**src/rtl/alu_iter_if.sv**
```systemverilog
// Handshake and operand bundle between the ALU_Ctrl decoder (master) and the
// iterative execute-stage ALU (slave).
interface alu_iter_if #(
  parameter int WIDTH = 32
);
  logic             start_i;
  logic [3:0]       ctrl_i;
  logic [WIDTH-1:0] src1_i;
  logic [WIDTH-1:0] src2_i;
  logic [WIDTH-1:0] result_o;
  logic             zero_o;
  logic             ovf_o;
  logic             illegal_o;
  logic             busy_o;
  logic             done_o;

  modport master (
    output start_i, ctrl_i, src1_i, src2_i,
    input  result_o, zero_o, ovf_o, illegal_o, busy_o, done_o
  );

  modport slave (
    input  start_i, ctrl_i, src1_i, src2_i,
    output result_o, zero_o, ovf_o, illegal_o, busy_o, done_o
  );
endinterface

```
**src/rtl/alu_iter.sv**
```systemverilog
// Execute-stage ALU: AND/OR/ADD/SUB/SLT complete in one cycle, MUL is a
// shift-add loop of WIDTH iterations so no combinational multiplier is needed.
// Results are registered and held until the next completion.
module alu_iter #(
  parameter int WIDTH = 32
) (
  input  logic       clk_i,
  input  logic       rst_i,
  alu_iter_if.slave  bus
);

  localparam logic [3:0] OP_AND = 4'b0000;
  localparam logic [3:0] OP_OR  = 4'b0001;
  localparam logic [3:0] OP_ADD = 4'b0010;
  localparam logic [3:0] OP_SUB = 4'b0110;
  localparam logic [3:0] OP_SLT = 4'b0111;
  localparam logic [3:0] OP_MUL = 4'b1000;

  localparam int CNT_W = (WIDTH > 1) ? $clog2(WIDTH) : 1;
  localparam logic [CNT_W-1:0] CNT_LAST = CNT_W'(WIDTH - 1);

  typedef enum logic [1:0] {
    S_IDLE,
    S_MUL,
    S_DONE
  } state_t;

  state_t state, state_next;

  logic [WIDTH-1:0] op_res;
  logic             op_ovf;
  logic             op_illegal;
  logic             op_is_mul;
  logic [WIDTH-1:0] sum;
  logic [WIDTH-1:0] b_neg;
  logic [WIDTH-1:0] diff;

  logic [WIDTH-1:0] acc;
  logic [WIDTH-1:0] mcand;
  logic [WIDTH-1:0] mplier;
  logic [CNT_W-1:0] cnt;
  logic [WIDTH-1:0] acc_next;

  logic [WIDTH-1:0] result_q;
  logic             zero_q;
  logic             ovf_q;
  logic             illegal_q;

  logic accept;
  logic mul_last;

  assign accept   = bus.start_i && ((state == S_IDLE) || (state == S_DONE));
  assign mul_last = (state == S_MUL) && (cnt == CNT_LAST);

  // Single-cycle operation results, overflow and illegal-code decode
  always_comb begin
    sum        = bus.src1_i + bus.src2_i;
    b_neg      = ~bus.src2_i + 1'b1;
    diff       = bus.src1_i + b_neg;
    op_res     = '0;
    op_ovf     = 1'b0;
    op_illegal = 1'b0;
    op_is_mul  = 1'b0;
    case (bus.ctrl_i)
      OP_AND: op_res = bus.src1_i & bus.src2_i;
      OP_OR:  op_res = bus.src1_i | bus.src2_i;
      OP_ADD: begin
        op_res = sum;
        op_ovf = (bus.src1_i[WIDTH-1] == bus.src2_i[WIDTH-1]) &&
                 (sum[WIDTH-1] != bus.src1_i[WIDTH-1]);
      end
      OP_SUB: begin
        op_res = diff;
        op_ovf = (bus.src1_i[WIDTH-1] == b_neg[WIDTH-1]) &&
                 (diff[WIDTH-1] != bus.src1_i[WIDTH-1]);
      end
      OP_SLT: op_res = {{(WIDTH-1){1'b0}}, ($signed(bus.src1_i) < $signed(bus.src2_i))};
      OP_MUL: op_is_mul = 1'b1;
      default: op_illegal = 1'b1;
    endcase
  end

  // Accumulator value after the current shift-add step
  always_comb begin
    acc_next = acc + (mplier[0] ? mcand : '0);
  end

  // State register
  always_ff @(posedge clk_i) begin
    if (rst_i) state <= S_IDLE;
    else       state <= state_next;
  end

  // Next-state decode; a start in DONE is accepted so ops can run back to back
  always_comb begin
    state_next = S_IDLE;
    case (state)
      S_IDLE, S_DONE: begin
        if (accept) state_next = op_is_mul ? S_MUL : S_DONE;
        else        state_next = S_IDLE;
      end
      S_MUL:   state_next = mul_last ? S_DONE : S_MUL;
      default: state_next = S_IDLE;
    endcase
  end

  // Operand latch, shift-add iteration and result registers; reset drops any partial product
  always_ff @(posedge clk_i) begin
    if (rst_i) begin
      result_q  <= '0;
      zero_q    <= 1'b1;
      ovf_q     <= 1'b0;
      illegal_q <= 1'b0;
      acc       <= '0;
      mcand     <= '0;
      mplier    <= '0;
      cnt       <= '0;
    end else begin
      if (accept && op_is_mul) begin
        mcand  <= bus.src1_i;
        mplier <= bus.src2_i;
        acc    <= '0;
        cnt    <= '0;
      end else if (accept) begin
        result_q  <= op_res;
        zero_q    <= (op_res == '0);
        ovf_q     <= op_ovf;
        illegal_q <= op_illegal;
      end
      if (state == S_MUL) begin
        acc    <= acc_next;
        mcand  <= mcand << 1;
        mplier <= mplier >> 1;
        cnt    <= cnt + 1'b1;
        if (mul_last) begin
          result_q  <= acc_next;
          zero_q    <= (acc_next == '0);
          ovf_q     <= 1'b0;
          illegal_q <= 1'b0;
        end
      end
    end
  end

  // Status outputs come straight from the state; data outputs from their registers
  always_comb begin
    bus.busy_o    = (state == S_MUL);
    bus.done_o    = (state == S_DONE);
    bus.result_o  = result_q;
    bus.zero_o    = zero_q;
    bus.ovf_o     = ovf_q;
    bus.illegal_o = illegal_q;
  end

endmodule

```
**src/flat_wrapper.sv**
```systemverilog
// flat-port wrapper written by rule: the top's interface ports become plain ports
module alu_iter_flat 
#(
  parameter int WIDTH = 32
)
  (clk_i, rst_i, bus_start_i, bus_ctrl_i, bus_src1_i, bus_src2_i, bus_result_o, bus_zero_o, bus_ovf_o, bus_illegal_o, bus_busy_o, bus_done_o);
  alu_iter_if #(.WIDTH(WIDTH)) bus_i ();
  input  logic clk_i;
  input  logic rst_i;
  input wire logic [$bits(bus_i.start_i)-1:0] bus_start_i;
  input wire logic [$bits(bus_i.ctrl_i)-1:0] bus_ctrl_i;
  input wire logic [$bits(bus_i.src1_i)-1:0] bus_src1_i;
  input wire logic [$bits(bus_i.src2_i)-1:0] bus_src2_i;
  output wire logic [$bits(bus_i.result_o)-1:0] bus_result_o;
  output wire logic [$bits(bus_i.zero_o)-1:0] bus_zero_o;
  output wire logic [$bits(bus_i.ovf_o)-1:0] bus_ovf_o;
  output wire logic [$bits(bus_i.illegal_o)-1:0] bus_illegal_o;
  output wire logic [$bits(bus_i.busy_o)-1:0] bus_busy_o;
  output wire logic [$bits(bus_i.done_o)-1:0] bus_done_o;
  assign bus_i.start_i = bus_start_i;
  assign bus_i.ctrl_i = bus_ctrl_i;
  assign bus_i.src1_i = bus_src1_i;
  assign bus_i.src2_i = bus_src2_i;
  assign bus_result_o = bus_i.result_o;
  assign bus_zero_o = bus_i.zero_o;
  assign bus_ovf_o = bus_i.ovf_o;
  assign bus_illegal_o = bus_i.illegal_o;
  assign bus_busy_o = bus_i.busy_o;
  assign bus_done_o = bus_i.done_o;
  alu_iter #(.WIDTH(WIDTH)) u_core (.clk_i(clk_i), .rst_i(rst_i), .bus(bus_i));
endmodule
```
**config.mk**
```make
export PLATFORM = sky130hd
export DESIGN_NAME = alu_iter_flat
export DESIGN_NICKNAME = d
export VERILOG_FILES = /design/src/rtl/alu_iter_if.sv /design/src/rtl/alu_iter.sv /design/src/flat_wrapper.sv
export SDC_FILE = /design/constraint.sdc
export NUM_CORES = 1
export LEC_CHECK = 0
export ABC_AREA = 1
export CAP_MARGIN = 20
export CORE_ASPECT_RATIO = 0.7
export CORE_UTILIZATION = 60
export CTS_BUF_LIST = sky130_fd_sc_hd__clkbuf_4
export DETAILED_ROUTE_END_ITERATION = 6
export PLACE_DENSITY = 0.78
export SLEW_MARGIN = 20
export SYNTH_ARGS = -nofsm -noshare
export SYNTH_HDL_FRONTEND = slang
export SYNTH_SLANG_ARGS = --single-unit
```
**constraint.sdc**
```tcl
create_clock -name clk_i -period 6.8 [get_ports clk_i]
set_input_delay 0.68 -clock clk_i [delete_from_list [all_inputs] [get_ports clk_i]]
set_output_delay 0.68 -clock clk_i [all_outputs]
set_load 0.005 [all_outputs]
```
Yosys cells after proc, flatten, opt, wreduce, memory -nomap -nowiden --
Index checks and enable logic that the tools add are counted.
Word-level totals: memories kept 0, input port bits 71, logic and storage cells 79, bits in registers 138, bits in latches 0, RAM bits 0, bits in read-only memories 0
Cells by class: eq/ne operators 12, mux-type cells 33, bitwise logic cells 3, add/sub/neg operators 5, reductions and logical operators 14, shift operators 0, multiply operators 0, order comparisons 1, divide/modulo/power cells 0
Operators with widths (number):
- $mux 32 | 9
- $pmux 32 s5 | 1
- $add 32x32->32 | 3
- $logic_not 32->1 | 2
- $mux 31 | 2
- $add 32x1->32 const B | 1
- $and 32x32->32 | 1
- $lt 32x32->1 | 1
- $not 32->32 | 1
- $or 32x32->32 | 1
- $mux 1 | 14
- $mux 5 | 2
- $eq 4x3->1 const B | 2
- $mux 2 | 3
- $reduce_or 6->1 | 1
- $add 5x1->5 const B | 1
- $eq 5x5->1 const B | 1
- $logic_and 1x1->1 | 5
- $eq 4x1->1 const B | 1
- $eq 4x2->1 const B | 1
- $eq 4x4->1 const B | 1
- $logic_not 4->1 | 1
- $pmux 2 s2 | 1
- $reduce_or 2->1 | 2
- other kinds (8) | 10

Longest topological paths before layout --
Gate-level depths: netlist of run 1.
depth in word-level cells 10, depth in mapped cells 34, mapped depth without buffers 34

Worst setup path before layout of run 1 --
Ideal clock, no wire load.
path type input port to flip-flop, from input port bus_src2_i[1], to register u_core.zero_q, in the netlist u_core.bus.zero_o, slack 2876 ps, stages on the path 32, arrival 3865 ps, path buffers 0, cells stage by stage inv_1 -> ha_1 -> inv_1 -> nor3_4 -> nand4_2 -> nor2_2 -> nand2_2 -> nor2_4 -> inv_2 -> nor2_2 -> nand3_2 -> nand3b_4 -> nor2_4 -> nand4_2 -> xor2_1 -> ha_1 -> inv_1 -> nor3_1 -> nand2_1 -> nor2_1 -> nand2_1 -> nand2_1 -> nand2_1 -> nand2_1 -> inv_1 -> nor2_1 -> nand2_1 -> nor2_1 -> nand3_1 -> nor2_1 -> nor2_1 -> nand2_1
Between the ends: longest elaborated chain between the ends 9
RTL lines:
- start, declared | line flat_wrapper.sv:13 | input wire logic [$bits(bus_i.src2_i)-1:0] bus_src2_i;
- $not 32->32 | line alu_iter.sv:58 | b_neg = ~bus.src2_i + 1'b1;
- $add 32x1->32 | line alu_iter.sv:58
- $add 32x32->32 | line alu_iter.sv:59 | diff = bus.src1_i + b_neg;
- $pmux 32 s5 * | line alu_iter.sv:64 | case (bus.ctrl_i)
- $logic_not 32->1 * | line alu_iter.sv:126 | zero_q <= (op_res == '0);
- $mux 1 * | line alu_iter.sv:124 | end else if (accept) begin
- $mux 1 * | line alu_iter.sv:119 | if (accept && op_is_mul) begin
- $mux 1 | line alu_iter.sv:135 | if (mul_last) begin
- $mux 1 * | line alu_iter.sv:130 | if (state == S_MUL) begin
- end signal, assigned | line alu_iter.sv:126
- end signal, assigned | line alu_iter.sv:137 | zero_q <= (acc_next == '0);
- end, declared | line alu_iter.sv:45 | logic zero_q;
Every way passes the cells marked *; elsewhere a longest branch is shown, timed or not. A chain may end at the register's enable or synchronous reset.

Worst setup path after layout of run 1 --
Same ends and word-level chain as after synthesis.

==> impl_summary.md, run 1 <==
Place
After legalization and detailed placement, the total HPWL measured 45200 µm. During placement, the flow inserted port buffers numbering 107. The number of cells after detailed placement is 3057.

The worst slack after detailed placement is 1.64 ns. The final RePlAce weighted congestion is 1.04.

Setup path
The critical path class is input pin to flop. Among all stages on the critical path, the largest delay is contributed by sky130_fd_sc_hd__clkdlybuf4s50_1. The arrival time at the worst endpoint is roughly 5.3 ns. The kind of start point of the critical path is an input pin. The cell repeated most along the worst path is sky130_fd_sc_hd__nand2_1.

The largest incremental delay on the critical path is 0.49 ns. The cell family contributing the most delay on the critical path is simple AND/OR/NAND/NOR gates. The critical path contains buffers and inverters numbering 6 combined. The setup slack on the worst flop-to-flop path is 3.21 ns. The endpoint kind of the worst setup timing path is a flop.

The start of the worst register-to-register path is u_core.state[0]$_SDFF_PP0_. The endpoint identified for the worst register-to-register timing path is u_core.mcand[31]$_SDFFE_PP0P_. The largest fanout on the critical path is 4. The number of cells on the worst reg-to-reg path is 9.

STA puts the critical path data required time at 7.36 ns.

Synthesis
The combined area of all synthesized cells is about 0.016 mm². Each instance of the synthesized netlist takes up on average 5.80 µm². The share of Yosys cell area claimed by the top area cell type is about 20%.

The synthesized-area fraction occupied by adder cells is a little over an eighth. The number of enable-type register cells in the synthesized netlist is 0. By area the synthesized netlist is led by sky130_fd_sc_hd__nand2_1, sky130_fd_sc_hd__dfxtp_1, sky130_fd_sc_hd__ha_1. The total of warnings raised by yosys is 0. By area, the combinational part of the netlist is dominated by simple AND/OR/NAND/NOR gates. In the synthesized netlist, the number of instances is 2682. The commonest register cell after synthesis is sky130_fd_sc_hd__dfxtp_1. The synthesized netlist devotes around 15% of its cell area to compound gates. After Yosys synthesis, and, or, nand and nor cells account for 38.9% of the synthesized area. The cell accounting for the most synthesized area is sky130_fd_sc_hd__nand2_1. Sequential elements use 17.8% of the synthesized area. Synthesis inferred 138 register bits. The total nets after synthesis is 2922. The multiplexer area fraction after synthesis is 0%. Synthesis instantiated 49 different standard cells from the library.

After Yosys synthesis, XOR and XNOR cells account for about 2.4% of the synthesized area. For this run, asynchronously set or reset flops after synthesis account for 0%.

Run
The tool flagged a number of max-cap violations equal to 0.

STA
The hold violation total from the final report is 0. The number of failing setup endpoints in the final timing report is 0. Derived from the worst setup path, the maximum achievable clock frequency is 0.210 GHz. Setup repair after global routing left no endpoint under its margin.

Across the routed clock network, the largest skew measured is 0.0336 ns. Dividing the final minimum period by the clock period gives 70.0%. The transition time at the pin with the least slew margin is 1.07 ns. The minimum setup slack in the final design is 2.04 ns. Summed over all failing endpoints, the final setup total negative slack is 0 ns. Subtracting the final worst setup slack from the clock period gives between 4 and 5 ns. Measured against its own limit, the worst slew margin works out to 28.4%.

The number of pins with negative max-slew slack in the final report came to 0.

Pwr
The clock share of power is 26.9%. Net switching is 41.2% of the power. The analysis attributes to net switching a power of 921 µW. The fraction of power consumed by sequential logic is 38.1%. Power spread over the standard cell area amounts to 131 mW/mm². The cell-internal power is 1.32 mW.

The leakage power is 8.83 nW. The combinational cell fraction of total power is between 30% and 40%. The worst-case IR drop observed on VDD is roughly 0.091 mV.

Routing
Detailed routing placed a total of 7730 µm of wire on met3. The number of search-and-repair iterations in the first detailed-routing pass is 7. Across all layers, the routed design uses 18200 vias. The top routing layer in use is met4. The detail route stage leaves a number of antenna-violating nets equal to 0. Using the TritonRoute via totals, the vias-per-cell ratio works out to 5.90.

The amount of wire on met2 after detailed routing is 22800 µm. In the final routed layout, each cell accounts on average for 18.4 µm. For this run, design rule violations remaining after detail routing come to 0.

After detailed routing, the wire length on met1 is 24400 µm. The total detailed-routing wirelength is 56800 µm. In this run, the number of DRC markers left after iteration 0 of detailed routing was 2467.

Finish
The fraction of layout cells with a size suffix above 1 is 4.20%. The multi-input combinational cells in the finished layout cover a total of around 0.011 mm². Cells fill 68.4% of the core in the end.

The area growth from synthesis to layout is 10.1%. Leaving out fill and tap cells, the most frequent cells in the layout are sky130_fd_sc_hd__nand2_1, sky130_fd_sc_hd__inv_1, sky130_fd_sc_hd__nor2_1. Across the whole layout, storage elements account for 0.00276 mm². The count of cells in the finished layout, fillers not included, comes to 3091. For this run, the post-layout net count is 2992. Leaving out fill and tap cells, the most frequent cell in the layout is sky130_fd_sc_hd__nand2_1. The fill cell total of the finished layout is ~2400.

GRT
The via count of the first global-routing pass is 16400. The first global-routing pass estimated 87800 µm of wire. After global routing the overflow that remains totals 0.

The total routing usage reported by global routing is ~42%. The number of antenna violations at the first check in global routing is 1. Entering global routing, the biggest net connects 94 pins.

Hold path
The end point of the worst hold path is u_core.mplier[19]$_SDFFE_PP0P_. The worst hold path was traced through 2 stages. The hold path startpoint is u_core.mplier[20]$_SDFFE_PP0P_.

In this run the worst hold path is classified as flop to flop.

Die
The starting utilization of the core area is ~62%. For this design the top-level I/O count stands at 108. The core area is 0.0250 mm². The area enclosed by the die boundary is about 0.027 mm².

The overall die height is between 100 and 150 µm. The number of rows created at floorplan is 48. The die is 195 µm wide.

Clock network
The number of setup buffers added after CTS is 0. The buffer type at the clock tree root is sky130_fd_sc_hd__clkbuf_4. The TritonCTS buffer count is 17. For this design, the CTS-stage hold fixing added 0 buffers. The H-tree was split into 4 levels. The maximum clock path buffer count is 2. The number of clock sinks is 138.

The source-to-sink clock delay at the later pin of the worst-skew pair is a little over 0.6 ns. The CTS tree is built. Once the clock tree was built, the resizer swapped 0 gates to a different size. After clock tree synthesis, the clock-pin slew on the worst setup and hold paths is 0.16 ns.

Outcome
The run finished with clean final reports.
## cell usage after synthesis (3+ instances only)
cell type,number
sky130_fd_sc_hd__a211oi_1,9
sky130_fd_sc_hd__a21o_1,4
sky130_fd_sc_hd__a21oi_1,140
sky130_fd_sc_hd__a221oi_1,27
sky130_fd_sc_hd__a31oi_1,58
sky130_fd_sc_hd__and2_1,7
sky130_fd_sc_hd__buf_1,4
sky130_fd_sc_hd__buf_2,14
sky130_fd_sc_hd__clkbuf_1,45
sky130_fd_sc_hd__dfxtp_1,138
sky130_fd_sc_hd__fa_1,3
sky130_fd_sc_hd__ha_1,166
sky130_fd_sc_hd__inv_1,438
sky130_fd_sc_hd__inv_2,9
sky130_fd_sc_hd__nand2_1,842
sky130_fd_sc_hd__nand2_2,21
sky130_fd_sc_hd__nand3_1,163
sky130_fd_sc_hd__nand3_2,3
sky130_fd_sc_hd__nand3b_1,26
sky130_fd_sc_hd__nand4_1,32
sky130_fd_sc_hd__nand4_2,3
sky130_fd_sc_hd__nor2_1,266
sky130_fd_sc_hd__nor2_2,14
sky130_fd_sc_hd__nor2_4,6
sky130_fd_sc_hd__nor3_1,24
sky130_fd_sc_hd__nor4_1,6
sky130_fd_sc_hd__o21a_1,9
sky130_fd_sc_hd__o21ai_0,100
sky130_fd_sc_hd__o21bai_1,5
sky130_fd_sc_hd__o221ai_1,3
sky130_fd_sc_hd__o22ai_1,28
sky130_fd_sc_hd__or2_2,9
sky130_fd_sc_hd__xnor2_1,8
sky130_fd_sc_hd__xor2_1,34
## worst min-delay path: stages (launching register included)
cell	delay [ns]
sky130_fd_sc_hd__dfxtp_1	0.33
sky130_fd_sc_hd__nand2_1	0.06
sky130_fd_sc_hd__a31oi_1	0.07
## area by class of cell
cell class | instances | area share [%]
inverter | 448 | 9.82
multi-input combinational | 2030 | 63.3
clock inverter | 14 | 0.847
tap | 325 | 2.37
clock buffer | 18 | 0.789
antenna | 1 | 0.0146
timing repair buffer | 117 | 6.73
sequential | 138 | 16.1
## layer usage
layer  vias to the layer above  track usage, %
li1                       8715               -
met4                         0            14.7
met2                      1164            63.3
met5                         -               0
met3                       155            11.5
met1                      8189            58.6
## cell families (layout without fill, tap and decap cells)
kind of cell	after synthesis	in the layout
DFF	138	138
buffers and inverters	514	597
other	0	1
xor gates and xnor gates	42	42
AOI/OAI and AO/OA	391	391
and+or+nand+nor	1428	1428
adders and majority gates	169	169
## power by group through the flow
stage | Clock (mW) | Sequential, mW | Combinational (mW)
after detailed placement | 0 | 0.867 | 0.751
after global placement | 0 | 0.867 | 0.739
after CTS | 0.591 | 0.850 | 0.756
final | 0.602 | 0.851 | 0.784
after floorplan | 0 | 0.861 | 0.483
after global routing | 0.625 | 0.853 | 0.858
## state kept, by name, indices dropped and copies added, names as in the netlist
register	cells
u_core.state	2
u_core.bus.illegal_o	1
u_core.cnt	5
u_core.acc	32
u_core.bus.ovf_o	1
u_core.mcand	32
u_core.mplier	32
u_core.bus.result_o	32
u_core.bus.zero_o	1
## worst max-delay path by stage
stage,slack [ns],endpoint,startpoint,cells past startpoint
after floorplan,2.88,u_core.bus.zero_o$_SDFF_PP1_,bus_src2_i[1],32
after global placement,1.67,u_core.bus.zero_o$_SDFF_PP1_,bus_src2_i[1],31
after detailed placement,1.64,u_core.bus.zero_o$_SDFF_PP1_,bus_src2_i[1],33
after CTS,2.23,u_core.bus.zero_o$_SDFF_PP1_,bus_src2_i[1],33
after global routing,1.65,u_core.bus.zero_o$_SDFF_PP1_,bus_src2_i[1],31
final,2.04,u_core.bus.zero_o$_SDFF_PP1_,bus_src2_i[1],33
## through the flow
stage | cell area (µm²) | power (mW) | hold WS, ns
CTS | 17100 | 2.20 | 0.475
detailed placement | 16800 | 1.62 | 0.463
floorplan | 15600 | 1.34 | 0.440
finish | 17100 | 2.24 | 0.467
global route | 17100 | 2.34 | 0.496
global placement | 16800 | 1.61 | 0.448
Note: power is estimated with default switching activity, not from simulation.
==> run 2: changes to the inputs <==
--- a/config.mk
+++ b/config.mk
@@ -8,10 +8,10 @@
 export ABC_AREA = 1
 export CAP_MARGIN = 20
 export CORE_ASPECT_RATIO = 0.7
-export CORE_UTILIZATION = 60
+export CORE_UTILIZATION = 56
 export CTS_BUF_LIST = sky130_fd_sc_hd__clkbuf_4
 export DETAILED_ROUTE_END_ITERATION = 6
-export PLACE_DENSITY = 0.78
+export PLACE_DENSITY = 0.76
 export SLEW_MARGIN = 20
 export SYNTH_ARGS = -nofsm -noshare
 export SYNTH_HDL_FRONTEND = slang
==> constraint.sdc (replaced) <==
create_clock -name clk_i -period 4 [get_ports clk_i]
set_input_delay 0.4 -clock clk_i [delete_from_list [all_inputs] [get_ports clk_i]]
set_output_delay 0.4 -clock clk_i [all_outputs]
set_load 0.005 [all_outputs]
==> impl_summary.md, run 2 (synthesis results as in run 1) <==
Outcome
The run finished, with violations left. The final reports fail on design-rule violations.

Clock network
The number of clock sinks is 138 (unchanged). The number of H-tree levels is 4 (unchanged). The source-to-sink clock delay at the later pin of the worst-skew pair is 0.66 ns (+0.04 ns). The post-CTS repair timing setup buffer count came to 0 (unchanged). The TritonCTS buffer count was 17 (unchanged). The CTS tree is built. The maximum clock path buffer count is 2 (unchanged).

The clock edge transition at the registers on the reported setup and hold paths came to 0.16 ns (about the same). CTS placed an instance of sky130_fd_sc_hd__clkbuf_4 at the clock tree root.

Pwr
The power per cell area is 215 mW/mm² (+65%). The leakage power is 9.66 nW (+9.4%). The overall power of the completed layout came to 4.01 mW (+79%). The maximum vdd ir drop was 0.171 mV (+87%).

Finish
The library cell used most frequently in the layout, excluding fill and tap cells, is sky130_fd_sc_hd__nand2_1. The library cells used most frequently in the layout, excluding fill and tap cells, are sky130_fd_sc_hd__nand2_1, sky130_fd_sc_hd__inv_1, sky130_fd_sc_hd__nor2_1. The fill cell total of the finished layout came to 2527 (+7.0%). The area of the multi-input gates is 0.0110 mm² (+1.7%). The post-layout net count is 3160 (+5.6%). The register area is 0.00276 mm² (unchanged). The count of inserted antenna diode cells is 0 (-1). The area growth from synthesis to layout is 19.6%. The fraction of layout cells with a size suffix above 1 is 11.0% (+6.9 points).

GRT
The via count of the first global-routing pass is 17300 (+5.2%). The number of antenna violations at the first check in global routing is 1 (unchanged). The overflow left after global routing was 0 (unchanged).

The total routing usage reported by global routing is 41.4% (-1.1 points). The largest net degree at the start of global routing is 94 (unchanged). The first-pass GRT wire length is 92300 µm (+5.1%).

Routing
The number of search-and-repair iterations in the first detailed-routing pass is 7 (unchanged). The post-detailed-route via-to-cell ratio is 5.77 (-2.2%). The DRC violation count after routing was 6 (+6). The iteration-0 DRC count of the detailed router is 2371 (-3.9%). The post-detailed-route count of antenna-violating nets came to 0 (unchanged). The total via count in the routed design is 19000 (+4.3%).

The total detailed-routing wirelength is 60400 µm (+6.3%). The post-detailed-route wirelength per cell came to 18.3 µm (-0.34%).

Hold path
The classification of the worst-slack hold path is input pin to flop. The worst hold path begins at bus_src2_i[1].

STA
For this run, the top clock speed supported by timing is between 0.2 and 0.3 GHz. The hold violation total from the final report was 0 (unchanged). In the finished design, the share of the clock period the worst path needs comes to 93.0%. The relative max-transition margin is 24.5% (-3.9 points). The transition time at the pin with the least slew margin is 1.13 ns (+0.0584 ns). The minimum setup slack in the final design is 0.279 ns (-1.76 ns). After layout, the minimum clock period comes to 3.72 ns.

The clock skew came to 0.0295 ns (-0.00407 ns). The number of pins with negative max-slew slack in the final report is 0 (unchanged). The number of failing setup endpoints in the final timing report is 0 (unchanged).

Place
The final HPWL from detailed placement is 48200 µm (+6.7%). The worst slack after detailed placement is -0.579 ns (-2.21 ns). The count of input and output buffers is 107 (unchanged). The final RePlAce weighted congestion was 1.07 (+2.5%).

Die
The core area is 0.0270 mm² (+7.9%). The floorplan die width is 201 µm (+3.5%). The overall die height is 141 µm (+3.5%).

The number of top-level design ports is 108 (unchanged). The number of rows created at floorplan was 50 (+4.2%). The area enclosed by the die boundary is 0.0285 mm² (+7.1%). The starting utilization of the core area came to 57.6% (-4.6 points).

Setup path
The critical path class is input pin to flop. Among the stages of the critical path, the cell type that occurs most often is sky130_fd_sc_hd__nand2_1. The largest fanout on the critical path is 3 (-1). The data required time at the worst endpoint is 4.54 ns (-2.82 ns). The endpoint kind of the worst setup timing path is a flop.

The largest incremental delay on the critical path is 0.47 ns (-0.02 ns). The arrival time at the worst endpoint was 4.26 ns (-1.06 ns). The kind of start point of the critical path is an input pin.

The cell type of the slowest stage on the worst timing path is sky130_fd_sc_hd__clkdlybuf4s50_1. The critical path starts at bus_src2_i[2]. The setup slack on the worst flop-to-flop path is 0.41 ns (-2.80 ns). The start of the worst register-to-register path is u_core.mplier[0]$_SDFFE_PP0P_.

Run
The number of maximum-capacitance violations is 0 (unchanged).
[run 2: cell count changes in the layout (fill, tap and decap cells not counted), sizes merged]
| cell | delta |
|---|---|
| clkdlybuf4s50 | -2 |
| inv | +5 |
| clkinvlp | -2 |
| dlymetal6s2s | +2 |
| clkbuf | -1 |
| buf | +168 |
| bufinv | -1 |
| diode | -1 |
| clkinv | -1 |
[run 2: metal layers]
metal	share of wire, %	track usage, %	routed length, µm	vias up
li1	-	-	-	9040
met1	44	57.9	26600	8712
met2	41	62.7	24700	1118
met3	12	8.34	7020	140
met4	3.4	15.0	2080	0
met5	0	0	0	-
[run 2: through the flow]
stage	instances	hold slack, ns	setup TNS, ns	area [µm²]	util [%]
CTS	3297	0.386	0	18400	68.2
global placement	3265	0.449	-5.25	18100	67.1
global route	3297	0.227	-0.0216	18600	68.9
floorplan	2682	0.440	0	15600	-
detailed placement	3265	0.460	-6.59	18100	67.1
finish	3297	0.217	0	18600	68.9
[run 2: critical path: cells and delay by family]
kind / cells / cell delay, ns
AO/OA/AOI/OAI: 1 / 0.16
XOR/XNOR: 1 / 0.17
adder cells (fa/ha/maj): 1 / 0.31
buffers and inverters: 7 / 1.30
AND/OR/NAND/NOR: 21 / 1.91
[run 2: cell type report]
| cell class | count | share of cell area, % |
|---|---|---|
| Clock inverter | 15 | 0.827 |
| Clock buffer | 17 | 0.686 |
| Inverter | 448 | 9.04 |
| Timing Repair Buffer | 285 | 12.9 |
| Sequential cell | 138 | 14.8 |
| Multi-Input combinational cell | 2030 | 59.2 |
| Tap cell | 364 | 2.45 |
[run 2: final timing paths]
path                                         end  depth (start not counted)
setup / recovery    u_core.bus.zero_o$_SDFF_PP1_                         31
hold / removal     u_core.mplier[1]$_SDFFE_PP0P_                          4
hold reg to reg   u_core.mplier[28]$_SDFFE_PP0P_                          2
setup reg to reg    u_core.bus.zero_o$_SDFF_PP1_                         16
[run 2: where the power goes]
group	total, mW	switching, mW	internal (mW)
Combinational	1.54	0.952	0.586
Clock	1.02	0.686	0.332
Sequential	1.45	0.0354	1.42
[run 2: what timing repair did]
action,in CTS,in global routing
setup endpoints to repair,0,13
endpoints found under the hold margin,0,0
gates resized for setup,0,50
hold buffers,0,0
